`config.mk`:
```
export PLATFORM = sky130hd
export DESIGN_NAME = cvt_arbiter_flat
export DESIGN_NICKNAME = d
export VERILOG_FILES = /design/src/rtl/cvt_arbiter_if.sv /design/src/rtl/cvt_arbiter.sv /design/src/flat_wrapper.sv
export SDC_FILE = /design/constraint.sdc
export NUM_CORES = 1
export LEC_CHECK = 0
export CORE_ASPECT_RATIO = 0.8
export CORE_UTILIZATION = 42
export DETAILED_ROUTE_END_ITERATION = 10
export GPL_TIMING_DRIVEN = 1
export PLACE_DENSITY = 0.85
export SETUP_SLACK_MARGIN = 0.4
export SLEW_MARGIN = 20
export SYNTH_ARGS = -nofsm -noshare
export SYNTH_HDL_FRONTEND = slang
export SYNTH_SLANG_ARGS = --single-unit
```
`constraint.sdc`:
```
create_clock -name clk -period 3.35 [get_ports clk]
set_clock_uncertainty 0.05 [all_clocks]
set_input_delay 0.67 -clock clk [delete_from_list [all_inputs] [get_ports clk]]
set_output_delay 0.67 -clock clk [all_outputs]
set_load 0.02 [all_outputs]
```
`src/rtl/cvt_arbiter_if.sv`:
```
// cvt_arbiter_if: bundles the two request ports, the shared conversion
// datapath port and the response port of cvt_arbiter.
// master = arbiter side, slave = requesters / datapath / consumer side.
interface cvt_arbiter_if #(
    parameter int TAG_W = 5
);
    logic             req0_valid;
    logic             req0_ready;
    logic             req0_op;
    logic [31:0]      req0_src;
    logic [TAG_W-1:0] req0_tag;

    logic             req1_valid;
    logic             req1_ready;
    logic             req1_op;
    logic [31:0]      req1_src;
    logic [TAG_W-1:0] req1_tag;

    logic             cvt_op;
    logic [31:0]      cvt_src;
    logic [31:0]      cvt_res;

    logic             rsp_valid;
    logic             rsp_ready;
    logic [31:0]      rsp_res;
    logic [TAG_W-1:0] rsp_tag;
    logic             rsp_id;
    logic             busy;

    modport master (
        input  req0_valid, req0_op, req0_src, req0_tag,
        output req0_ready,
        input  req1_valid, req1_op, req1_src, req1_tag,
        output req1_ready,
        output cvt_op, cvt_src,
        input  cvt_res,
        output rsp_valid, rsp_res, rsp_tag, rsp_id, busy,
        input  rsp_ready
    );

    modport slave (
        output req0_valid, req0_op, req0_src, req0_tag,
        input  req0_ready,
        output req1_valid, req1_op, req1_src, req1_tag,
        input  req1_ready,
        input  cvt_op, cvt_src,
        output cvt_res,
        input  rsp_valid, rsp_res, rsp_tag, rsp_id, busy,
        output rsp_ready
    );
endinterface

```
`src/rtl/cvt_arbiter.sv`:
```
// cvt_arbiter: round-robin arbiter sharing one combinational ftoi/itof
// datapath between two requesters. A granted operand is held on the
// datapath for LAT cycles, the result is captured and returned with the
// requester's tag and index over a valid/ready response port.
// Optional build macro CVT_ARB_B2B_EN: accept the next request on the
// response handshake edge (DONE -> RUN directly).
module cvt_arbiter #(
    parameter int TAG_W = 5,
    parameter int LAT   = 1
) (
    input  logic          clk,
    input  logic          rstn,
    cvt_arbiter_if.master bus
);

    // Guard against LAT=0 so the counter width below stays legal.
    localparam int               CNT_W    = (LAT < 1) ? 1 : $clog2(LAT + 1);
    localparam logic [CNT_W-1:0] CNT_LAST = CNT_W'(LAT - 1);

    if (LAT < 1 || LAT > 8) begin : g_bad_lat
        $error("cvt_arbiter: LAT must be in the range 1..8");
    end

    typedef enum logic [1:0] {
        IDLE = 2'd0,
        RUN  = 2'd1,
        DONE = 2'd2
    } state_t;

    state_t           state_reg, state_next;
    logic [CNT_W-1:0] cnt_reg;
    logic             last_grant_reg;

    logic             iss_op_reg;
    logic [31:0]      iss_src_reg;
    logic [TAG_W-1:0] iss_tag_reg;
    logic             iss_id_reg;

    logic [31:0]      rsp_res_reg;
    logic [TAG_W-1:0] rsp_tag_reg;
    logic             rsp_id_reg;

    logic             grant;
    logic             accept_ok;
    logic             accept;
    logic             capture;

    // Round-robin pick: a lone requester wins, on a tie the one not served last.
    always_comb begin
        grant = 1'b0;
        if (bus.req0_valid && bus.req1_valid) begin
            grant = ~last_grant_reg;
        end else if (bus.req1_valid) begin
            grant = 1'b1;
        end
    end

    // Requests are taken in IDLE (and on the handshake edge in back-to-back
    // mode); readies are forced low while reset is asserted.
`ifdef CVT_ARB_B2B_EN
    assign accept_ok = rstn && ((state_reg == IDLE) ||
                                (state_reg == DONE && bus.rsp_ready));
`else
    assign accept_ok = rstn && (state_reg == IDLE);
`endif

    assign bus.req0_ready = accept_ok && bus.req0_valid && !grant;
    assign bus.req1_ready = accept_ok && bus.req1_valid &&  grant;
    assign accept         = bus.req0_ready || bus.req1_ready;
    assign capture        = (state_reg == RUN) && (cnt_reg == CNT_LAST);

    assign bus.cvt_op    = iss_op_reg;
    assign bus.cvt_src   = iss_src_reg;
    assign bus.rsp_valid = (state_reg == DONE);
    assign bus.rsp_res   = rsp_res_reg;
    assign bus.rsp_tag   = rsp_tag_reg;
    assign bus.rsp_id    = rsp_id_reg;
    assign bus.busy      = (state_reg != IDLE);

    // Next-state logic; accept is only ever high in DONE for back-to-back builds.
    always_comb begin
        state_next = state_reg;
        case (state_reg)
            IDLE: begin
                if (accept) begin
                    state_next = RUN;
                end
            end
            RUN: begin
                if (cnt_reg == CNT_LAST) begin
                    state_next = DONE;
                end
            end
            DONE: begin
                if (bus.rsp_ready) begin
                    state_next = accept ? RUN : IDLE;
                end
            end
            default: state_next = IDLE;
        endcase
    end

    // State register.
    always_ff @(posedge clk or negedge rstn) begin
        if (!rstn) begin
            state_reg <= IDLE;
        end else begin
            state_reg <= state_next;
        end
    end

    // Issue registers drive the datapath and keep the last operand between jobs.
    always_ff @(posedge clk or negedge rstn) begin
        if (!rstn) begin
            iss_op_reg     <= 1'b0;
            iss_src_reg    <= 32'h0;
            iss_tag_reg    <= '0;
            iss_id_reg     <= 1'b0;
            last_grant_reg <= 1'b1;
        end else if (accept) begin
            iss_op_reg     <= grant ? bus.req1_op  : bus.req0_op;
            iss_src_reg    <= grant ? bus.req1_src : bus.req0_src;
            iss_tag_reg    <= grant ? bus.req1_tag : bus.req0_tag;
            iss_id_reg     <= grant;
            last_grant_reg <= grant;
        end
    end

    // Hold counter: restarts on accept, stops at LAT-1 so it never wraps.
    always_ff @(posedge clk or negedge rstn) begin
        if (!rstn) begin
            cnt_reg <= '0;
        end else if (accept) begin
            cnt_reg <= '0;
        end else if (state_reg == RUN && cnt_reg != CNT_LAST) begin
            cnt_reg <= cnt_reg + 1'b1;
        end
    end

    // Capture the datapath result once the operand has been held LAT cycles.
    always_ff @(posedge clk or negedge rstn) begin
        if (!rstn) begin
            rsp_res_reg <= 32'h0;
            rsp_tag_reg <= '0;
            rsp_id_reg  <= 1'b0;
        end else if (capture) begin
            rsp_res_reg <= bus.cvt_res;
            rsp_tag_reg <= iss_tag_reg;
            rsp_id_reg  <= iss_id_reg;
        end
    end

endmodule

```
`src/flat_wrapper.sv`:
```
// flat-port wrapper written by rule: the top's interface ports become plain ports
module cvt_arbiter_flat 
#(
    parameter int TAG_W = 5,
    parameter int LAT   = 1
)
  (clk, rstn, bus_req0_valid, bus_req0_op, bus_req0_src, bus_req0_tag, bus_req0_ready, bus_req1_valid, bus_req1_op, bus_req1_src, bus_req1_tag, bus_req1_ready, bus_cvt_op, bus_cvt_src, bus_cvt_res, bus_rsp_valid, bus_rsp_res, bus_rsp_tag, bus_rsp_id, bus_busy, bus_rsp_ready);
  cvt_arbiter_if #(.TAG_W(TAG_W)) bus_i ();
  input  logic clk;
  input  logic rstn;
  input wire logic [$bits(bus_i.req0_valid)-1:0] bus_req0_valid;
  input wire logic [$bits(bus_i.req0_op)-1:0] bus_req0_op;
  input wire logic [$bits(bus_i.req0_src)-1:0] bus_req0_src;
  input wire logic [$bits(bus_i.req0_tag)-1:0] bus_req0_tag;
  output wire logic [$bits(bus_i.req0_ready)-1:0] bus_req0_ready;
  input wire logic [$bits(bus_i.req1_valid)-1:0] bus_req1_valid;
  input wire logic [$bits(bus_i.req1_op)-1:0] bus_req1_op;
  input wire logic [$bits(bus_i.req1_src)-1:0] bus_req1_src;
  input wire logic [$bits(bus_i.req1_tag)-1:0] bus_req1_tag;
  output wire logic [$bits(bus_i.req1_ready)-1:0] bus_req1_ready;
  output wire logic [$bits(bus_i.cvt_op)-1:0] bus_cvt_op;
  output wire logic [$bits(bus_i.cvt_src)-1:0] bus_cvt_src;
  input wire logic [$bits(bus_i.cvt_res)-1:0] bus_cvt_res;
  output wire logic [$bits(bus_i.rsp_valid)-1:0] bus_rsp_valid;
  output wire logic [$bits(bus_i.rsp_res)-1:0] bus_rsp_res;
  output wire logic [$bits(bus_i.rsp_tag)-1:0] bus_rsp_tag;
  output wire logic [$bits(bus_i.rsp_id)-1:0] bus_rsp_id;
  output wire logic [$bits(bus_i.busy)-1:0] bus_busy;
  input wire logic [$bits(bus_i.rsp_ready)-1:0] bus_rsp_ready;
  assign bus_i.req0_valid = bus_req0_valid;
  assign bus_i.req0_op = bus_req0_op;
  assign bus_i.req0_src = bus_req0_src;
  assign bus_i.req0_tag = bus_req0_tag;
  assign bus_req0_ready = bus_i.req0_ready;
  assign bus_i.req1_valid = bus_req1_valid;
  assign bus_i.req1_op = bus_req1_op;
  assign bus_i.req1_src = bus_req1_src;
  assign bus_i.req1_tag = bus_req1_tag;
  assign bus_req1_ready = bus_i.req1_ready;
  assign bus_cvt_op = bus_i.cvt_op;
  assign bus_cvt_src = bus_i.cvt_src;
  assign bus_i.cvt_res = bus_cvt_res;
  assign bus_rsp_valid = bus_i.rsp_valid;
  assign bus_rsp_res = bus_i.rsp_res;
  assign bus_rsp_tag = bus_i.rsp_tag;
  assign bus_rsp_id = bus_i.rsp_id;
  assign bus_busy = bus_i.busy;
  assign bus_i.rsp_ready = bus_rsp_ready;
  cvt_arbiter #(.TAG_W(TAG_W), .LAT(LAT)) u_core (.clk(clk), .rstn(rstn), .bus(bus_i));
endmodule
```
After elaboration in Yosys (flattened, before gate mapping)
Index checks and enable logic that the tools add are counted.
Operators by class
  shift operators: 0
  $lt $le $gt $ge: 0
  divide/modulo/power cells: 0
  bitwise operators: 2
  eq/ne operators: 5
  add/subtract/negate cells: 1
  reduce and logical (&&, ||, !) cells: 14
  $mul: 0
  multiplexer cells: 12
Operators with widths (count)
  32-bit two-way mux: 1
  1-bit logical AND: 8
  1-bit two-way mux: 6
  2-bit two-way mux: 3
  2-bit case mux with 3 select lines: 1
  5-bit two-way mux: 1
  2-bit by 1-bit inequality test with 1-bit output, second input constant: 2
  2-bit nonzero test: 2
  3-bit AND reduction: 1
  2-bit by 1-bit == test with 1-bit output, second input constant: 1
  2-bit == test, second input constant: 1
  2-bit logical NOT: 1
  2-bit inequality test, second input constant: 1
  1-bit inverter: 2
  1-bit adder, second input constant: 1
  1-bit logical NOT: 1
  1-bit logical OR: 1
Word-level totals
  bits in latches: 0
  RAM bits: 0
  memory bits (read-only): 0
  memories: 0
  word-level logic and storage cells: 44
  bits in registers: 81
  output and inout port bits: 75
  input port bits: 113

Depth between registers and ports, before layout
  depth after elaboration: 8
  depth in mapped cells: 5
  depth with buffers taken out: 3

Least setup slack after synthesis
OpenSTA, ideal clock, no wires.
  path kind: in2out
  start: in rstn
  end: out bus_req0_ready
  data required time: 2630 ps
  setup slack: 1275 ps
  buffers on the path: 1
  data arrival time: 1355 ps
  stages: 4
  cell sequence: nor3b_4 -> nand3_4 -> buf_6 -> inv_1
Between the ends
  word-level cells in the longest chain between the ends: 3
RTL lines
  from (decl): RTL line flat_wrapper.sv:10  | input logic rstn;
  1-bit logical AND: RTL line cvt_arbiter.sv:64  | assign accept_ok = rstn && (state_reg == IDLE);
  1-bit logical AND (2 in a row): RTL line cvt_arbiter.sv:67  | assign bus.req0_ready = accept_ok && bus.req0_valid && !grant;
  to (decl): RTL line flat_wrapper.sv:15  | output wire logic [$bits(bus_i.req0_ready)-1:0] bus_req0_ready;
No other way between the ends.

Worst setup path in the final report
  start: in bus_req1_valid
  end: out bus_req1_ready
Between the ends
  word-level cells in the longest chain between the ends: 3
  elaborated cells on any way between the ends: 5
  those cells by class: 2 x mux; 3 x reduce/logical
RTL lines
  from (decl): RTL line flat_wrapper.sv:16  | input wire logic [$bits(bus_i.req1_valid)-1:0] bus_req1_valid;
  1-bit two-way mux or 1-bit logical AND (tied branches): RTL line cvt_arbiter.sv:53, cvt_arbiter.sv:51
  1-bit two-way mux: RTL line cvt_arbiter.sv:51  | if (bus.req0_valid && bus.req1_valid) begin
  1-bit logical AND *: RTL line cvt_arbiter.sv:68  | assign bus.req1_ready = accept_ok && bus.req1_valid && grant;
  to (decl): RTL line flat_wrapper.sv:20  | output wire logic [$bits(bus_i.req1_ready)-1:0] bus_req1_ready;
Every way passes the cells marked *; elsewhere a longest branch is shown, timed or not.

==> metrics <==
delay-heaviest family, CP=buffers and inverters; Post-Place Cell Area=5380 µm²; Sw Pwr=1.653 mW; Worst path max stage delay=0.64 ns; maximum vdd ir drop=0.4206 mV; Starting Density=43.74%; number of global-route vias before repair=2922; Clock power frac=18.8%; CTS Buf Count=9; Root Driver=clkbuf_8; grt total ovfl=0; hpwl dp=6.350 mm; maxcap violations=0; switching portion of total power=33.16%; Relative slew margins=34.90%; average cell area after synthesis=14.80 µm²; CTS tree=built; post-synth design cell area=3507 µm²; Post-Layout Cell Count=532; static leakage=2.204 nW; Ys Warns=0; Vias per Instance=5.120; P_int=3.332 mW; Seq pwr share=34.1%; power after layout=4.985 mW; TritonRoute pass-1 iters=4; worst min-delay path class=in -> async; first-pass GRT wire length=15.18 mm; CP required=2.63 ns; Tightest Pin Transition=0.9765 ns; synthesized flop and latch total=81; multi-input logic area=1295 µm²; fin crit share=85.78%; Die Ht=83.73 µm; largest net degree at the start of global routing=76; antenna-violating nets left=0; wire length per cell=17.46 µm; gpl congestion=0.7576; num rows=29; IO Count=188; Final nets=533; Total GRT Usage=22.27%; Comb power frac=47.1%; Layout area overhead=60.97%; die width=104.2 µm; fin crit period=2.874 ns; DRC Markers=0; top_reg_cell synth=dfrtp_1; H-tree Lvls=3; postcts setup bufs=0; areal power density over the cells=883.1 nW/µm²; Setup crit end kind=primary output; WS Path Type=in -> out; post-synthesis cell type count=28; slowest CP cell=clkdlybuf4s50_1; commonest non-fill, non-tap cell in the layout=clkdlybuf4s50_1; Final Cell Area=5645 µm²; Final Hold Vio Count=0; Mapped Cells=237; crit-path cells=clkdlybuf4s50_1, nand4bb_4, nor2_1, clkdlybuf4s50_1; antenna cells=0; RSZ-0062 raised after global routing=no; syn nets=350; Die ar.=8722 µm²; TNS Setup=0 ns; Initial DRC Count=125; Skew-Pair Late Insertion Delay=0.35 ns; clock sink count=81; port bufs=187; CTS-repair resized insts=0; routed vias=2724; Worst-path clk slew=0.08 ns; status=finished, final reports clean; Register Area=2028 µm²; initial antenna violation count=0; Post-Route WL=9.288 mm; Bufs on Longest Clock Path=2; most frequent cells in the layout=clkdlybuf4s50_1, dfrtp_1, or3_1, o221a_2, mux2_2; layout cells sized above 1=23.35%; Worst Setup Start Kind=primary input; CP arrival=2.15 ns; Fmax=348.0 MHz; Slew Limit Fails=0; Post-synth EDFFs=0; CTS Hold Bufs=0; CP Max Fanout=4; most used cell, CP=clkdlybuf4s50_1; Core Region=8019 µm²; placed cell count=517; Final setup viols=0; hold slack=0.08512 ns; fraction of registers with async set/reset=100.0%; fill count=577; Buf+Inv Stages, Crit Path=2; Seq/Total Area, Yosys=57.83%
==> cell families after synthesis <==
logic type	Yosys count	share of synthesized area, %
buffers and inverters	24	5.244
and+or+nand+nor	50	10.20
muxes	38	13.16
AOI/OAI and AO/OA	44	13.56
DFF	81	57.83
==> through the flow <==
stage	worst slack [ns]	utilization, %
final	0.4765	70.40
after CTS	0.4610	70.40
after global placement	0.4817	67.09
after detailed placement	0.4660	67.09
after floorplan	1.275	-
after global routing	0.4003	70.40
==> power by group through the flow <==
stage	logic [mW]	registers [mW]	clock network (mW)
3_5_place_dp	2.37	1.71	0
2_1_floorplan	0.714	2.21	0
6_report	2.35	1.70	0.937
3_3_place_gp	2.34	1.69	0
5_1_grt	2.46	1.77	0.997
4_1_cts	2.37	1.70	0.960
==> cell usage after synthesis, types with 2 or more instances <==
cell / instances / area (µm²)
o221a_1: 6 / 67.56
buf_6: 11 / 123.9
dfrtp_1: 80 / 2002
nor2_1: 2 / 7.510
clkbuf_2: 3 / 15.01
buf_4: 2 / 15.01
mux2_2: 29 / 326.6
a21oi_1: 2 / 10.01
mux2_4: 9 / 135.1
or3_1: 38 / 237.7
clkbuf_1: 4 / 15.01
o221a_2: 32 / 360.4
inv_1: 4 / 15.01
==> routing by layer <==
metal  global-route usage (%)  share of wire [%]  vias up
li1                         -                  -     1264
met1                    28.67                 44     1321
met2                    35.94                 47      123
met4                    7.403                1.9        0
met3                    6.792                6.6       16
met5                        0                  0        -
==> path summary, 6_finish.rpt <==
kind                       slack, ns                                  to  cells after the start                          startpoint
max                             0.48                      bus_req1_ready                      4                      bus_req1_valid
min                             0.09     u_core.state_reg[1]$_DFFE_PN0P_                      1                                rstn
max reg2reg                     1.51  u_core.bus.rsp_res[18]$_DFFE_PN0P_                      4     u_core.state_reg[1]$_DFFE_PN0P_
min reg2reg                     0.46  u_core.bus.rsp_res[25]$_DFFE_PN0P_                      1  u_core.bus.rsp_res[25]$_DFFE_PN0P_
max in group asynchronous       1.99  u_core.bus.cvt_src[10]$_DFFE_PN0P_                      2                                rstn
min in group clk                0.46  u_core.bus.rsp_res[25]$_DFFE_PN0P_                      1  u_core.bus.rsp_res[25]$_DFFE_PN0P_
==> final cells by class <==
| type | instances | share of cell area, % |
|---|---|---|
| well taps | 108 | 2.394 |
| multi-input cells | 132 | 22.94 |
| repair buffers | 192 | 33.78 |
| clock buffers | 10 | 2.438 |
| inverters | 4 | 0.2660 |
| flip-flops and latches | 81 | 35.93 |
| clock inverters | 5 | 2.261 |
Power figures use the tool's default switching activity.
==> edit, RTL diff (same flow settings) <==
Add a define of `CVT_ARB_B2B_EN`.
--- a/src/rtl/cvt_arbiter.sv
+++ b/src/rtl/cvt_arbiter.sv
@@ -4,6 +4,8 @@
 // requester's tag and index over a valid/ready response port.
 // Optional build macro CVT_ARB_B2B_EN: accept the next request on the
 // response handshake edge (DONE -> RUN directly).
+`define CVT_ARB_B2B_EN
+
 module cvt_arbiter #(
     parameter int TAG_W = 5,
     parameter int LAT   = 1
Formal check against the unedited RTL: not equivalent (a bounded check fails within 4 cycles, from zero or initial values and one cycle with rstn low).
==> edit against the original RTL <==
Sequential cell count is the same; setup slack gained 0.087 ns; critical path type unchanged; routed wire length grew 0.46%; count of clock-buffer cells in the layout grew 1; total power shrank 22%; cell area shrank 1.0%; cell count grew 1.3%; clock power shrank 31%; synthesized area shrank 1.0%; critical endpoint is now bus_req0_ready; register-to-register slack lost 0.25 ns.
==> edit: results (changes against the original RTL) <==
Status
  – Status: complete, no violations

Detailed routing
  – DRT Pass-1 Iters: 4 (unchanged)
  – WL final: 9.33 mm (+0.46%)
  – Vias per Instance: 5.35 (+4.4%)
  – DR iter-0 viols: 86 (-31%)

Clocking
  – Setup Buffers After CTS: 0 (unchanged)
  – Clk slew on worst S/H paths: 0.08 ns (about the same)
  – Cts bufs inserted: 9 (unchanged)
  – Clock root buffer: clkbuf_8
  – Worst-Skew Late Latency: 0.34 ns
  – Max clock buf depth: 2 (unchanged)
  – H-tree levels: 3 (unchanged)

Setup path
  – Arrival time worst endpoint: 2.07 ns (-0.08 ns)
  – Maximum net fanout on the critical path: 5 (+1)

Finish
  – Post-layout nets: 539 (+1.1%)
  – Synth-to-layout area growth: 60.9% (about the same)
  – Layout fillers: 611 (+5.9%)
  – N_diodes: 0 (unchanged)
  – Core Util, Final: 70.0% (-0.40 points)
  – Layout cell share with drive strength beyond 1: 16.0% (-7.3 points)

Global routing
  – GRT Total Usage: 22.4% (+0.14 points)
  – Largest net degree at the start of global routing: 61 (-20%)
  – Initial antenna violation count: 0 (unchanged)
  – Vias in the first global route: 2980 (+2.0%)
  – First-pass GRT wire length: 15.3 mm (+0.82%)

Place
  – DP HPWL: 6.69 mm (+5.3%)
  – Placed inst area: 5410 sq um (+0.53%)
  – I/O Buffers: 187 (unchanged)
  – RePlAce Congestion: 0.766 (+1.1%)

Yosys
  – Most common library cells after synthesis: dfrtp_1 (80), o32ai_1 (38), a2bb2oi_1 (29), mux2_2 (29), buf_2 (11)
  – Sequential share of the synthesized area: 58.4% (+0.58 points)
  – Synth Area in Compound Gates: 22.3% (+8.7 points)
  – Post-synthesis adder-cell area fraction: 0% (unchanged)
  – Asr flop ratio synth: 100% (unchanged)
  – Synth Flop Type: dfrtp_1
  – Largest cells by area after synthesis: dfrtp_1 (58%), o32ai_1 (9.6%), mux2_2 (9.4%), a2bb2oi_1 (7.3%), a2bb2oi_2 (3.9%)
  – Syn_nets: 359 (+2.6%)
  – Xor-xnor portion of the synthesized cell area: 0% (unchanged)
  – Distinct cell type count after synthesis: 29 (+3.6%)
  – Synthesis warning total: 0 (unchanged)
  – Mux cell area share after synthesis: 12.3% (-0.84 points)

STA
  – Least-Margin Pin Slew: 0.844 ns (-0.133 ns)
  – Setup-failing EPs final: 0 (unchanged)

Hold path
  – Worst Hold Class: input pin to asynchronous set/reset pin

Power and ir drop
  – Worst vdd ir: 0.386 mV (-8.2%)
  – Leakage: 0.00217 uW (-1.4%)
## edit: path summary, 6_finish.rpt
check	startpoint	end	slack [ns]	cells after the start
setup / recovery	bus_rsp_ready	bus_req0_ready	0.56	5
hold / removal	rstn	u_core.bus.cvt_src[14]	0.16	1
setup reg to reg	u_core.state_reg[1]	u_core.bus.rsp_res[20]	1.26	4
hold reg to reg	u_core.bus.rsp_res[30]	u_core.bus.rsp_res[30]	0.44	1
max in group asynchronous	rstn	u_core.iss_tag_reg[4]	2.05	2
min in group clk	u_core.bus.rsp_res[30]	u_core.bus.rsp_res[30]	0.44	1
## edit: per-stage QoR
stage | total power, uW | instances | setup WS, ns
final | 3870 | 539 | 0.563
after global routing | 4070 | 539 | 0.472
after CTS | 3910 | 539 | 0.555
after detailed placement | 3260 | 523 | 0.268
after global placement | 3210 | 523 | 0.338
after floorplan | 2370 | 246 | 1.17
## edit: layout make-up
cell class | count | area share [%]
clock buffer | 11 | 2.71
clock inverter | 5 | 0.537
inverter | 4 | 0.269
multi-input combinational | 136 | 23.2
sequential | 81 | 36.3
tap | 108 | 2.42
timing repair buffer | 194 | 34.6
## edit: critical path: stages
cell             delay (ns)
clkdlybuf4s50_1        0.48
nand2b_1               0.19
nand3_1                0.18
nor3_1                 0.20
dlygate4sd2_1          0.35
## edit: where the power goes
part,leakage [uW],switching [uW],internal (uW)
Sequential,0.000911,183,1300
Combinational,0.00117,797,945
Clock,0.0000911,339,306
Total,0.00217,1320,2550
## edit: what timing repair did
action	in CTS	in global routing
hold buffers	0	0
endpoints found under the setup margin	2	0
resized for setup	2	0
## edit: cells by family after synthesis
family | count (synthesis)
AOI/OAI and AO/OA | 83
DFF | 81
muxes | 38
buffers and inverters | 29
and+or+nand+nor | 15
## edit: per-layer routing
| layer | track usage, % | share of wire [%] | vias up |
|---|---|---|---|
| li1 | - | - | 1333 |
| met1 | 26.9 | 42 | 1415 |
| met2 | 39.4 | 50 | 122 |
| met3 | 6.51 | 6.7 | 12 |
| met4 | 6.36 | 1.3 | 0 |
| met5 | 0 | 0 | - |
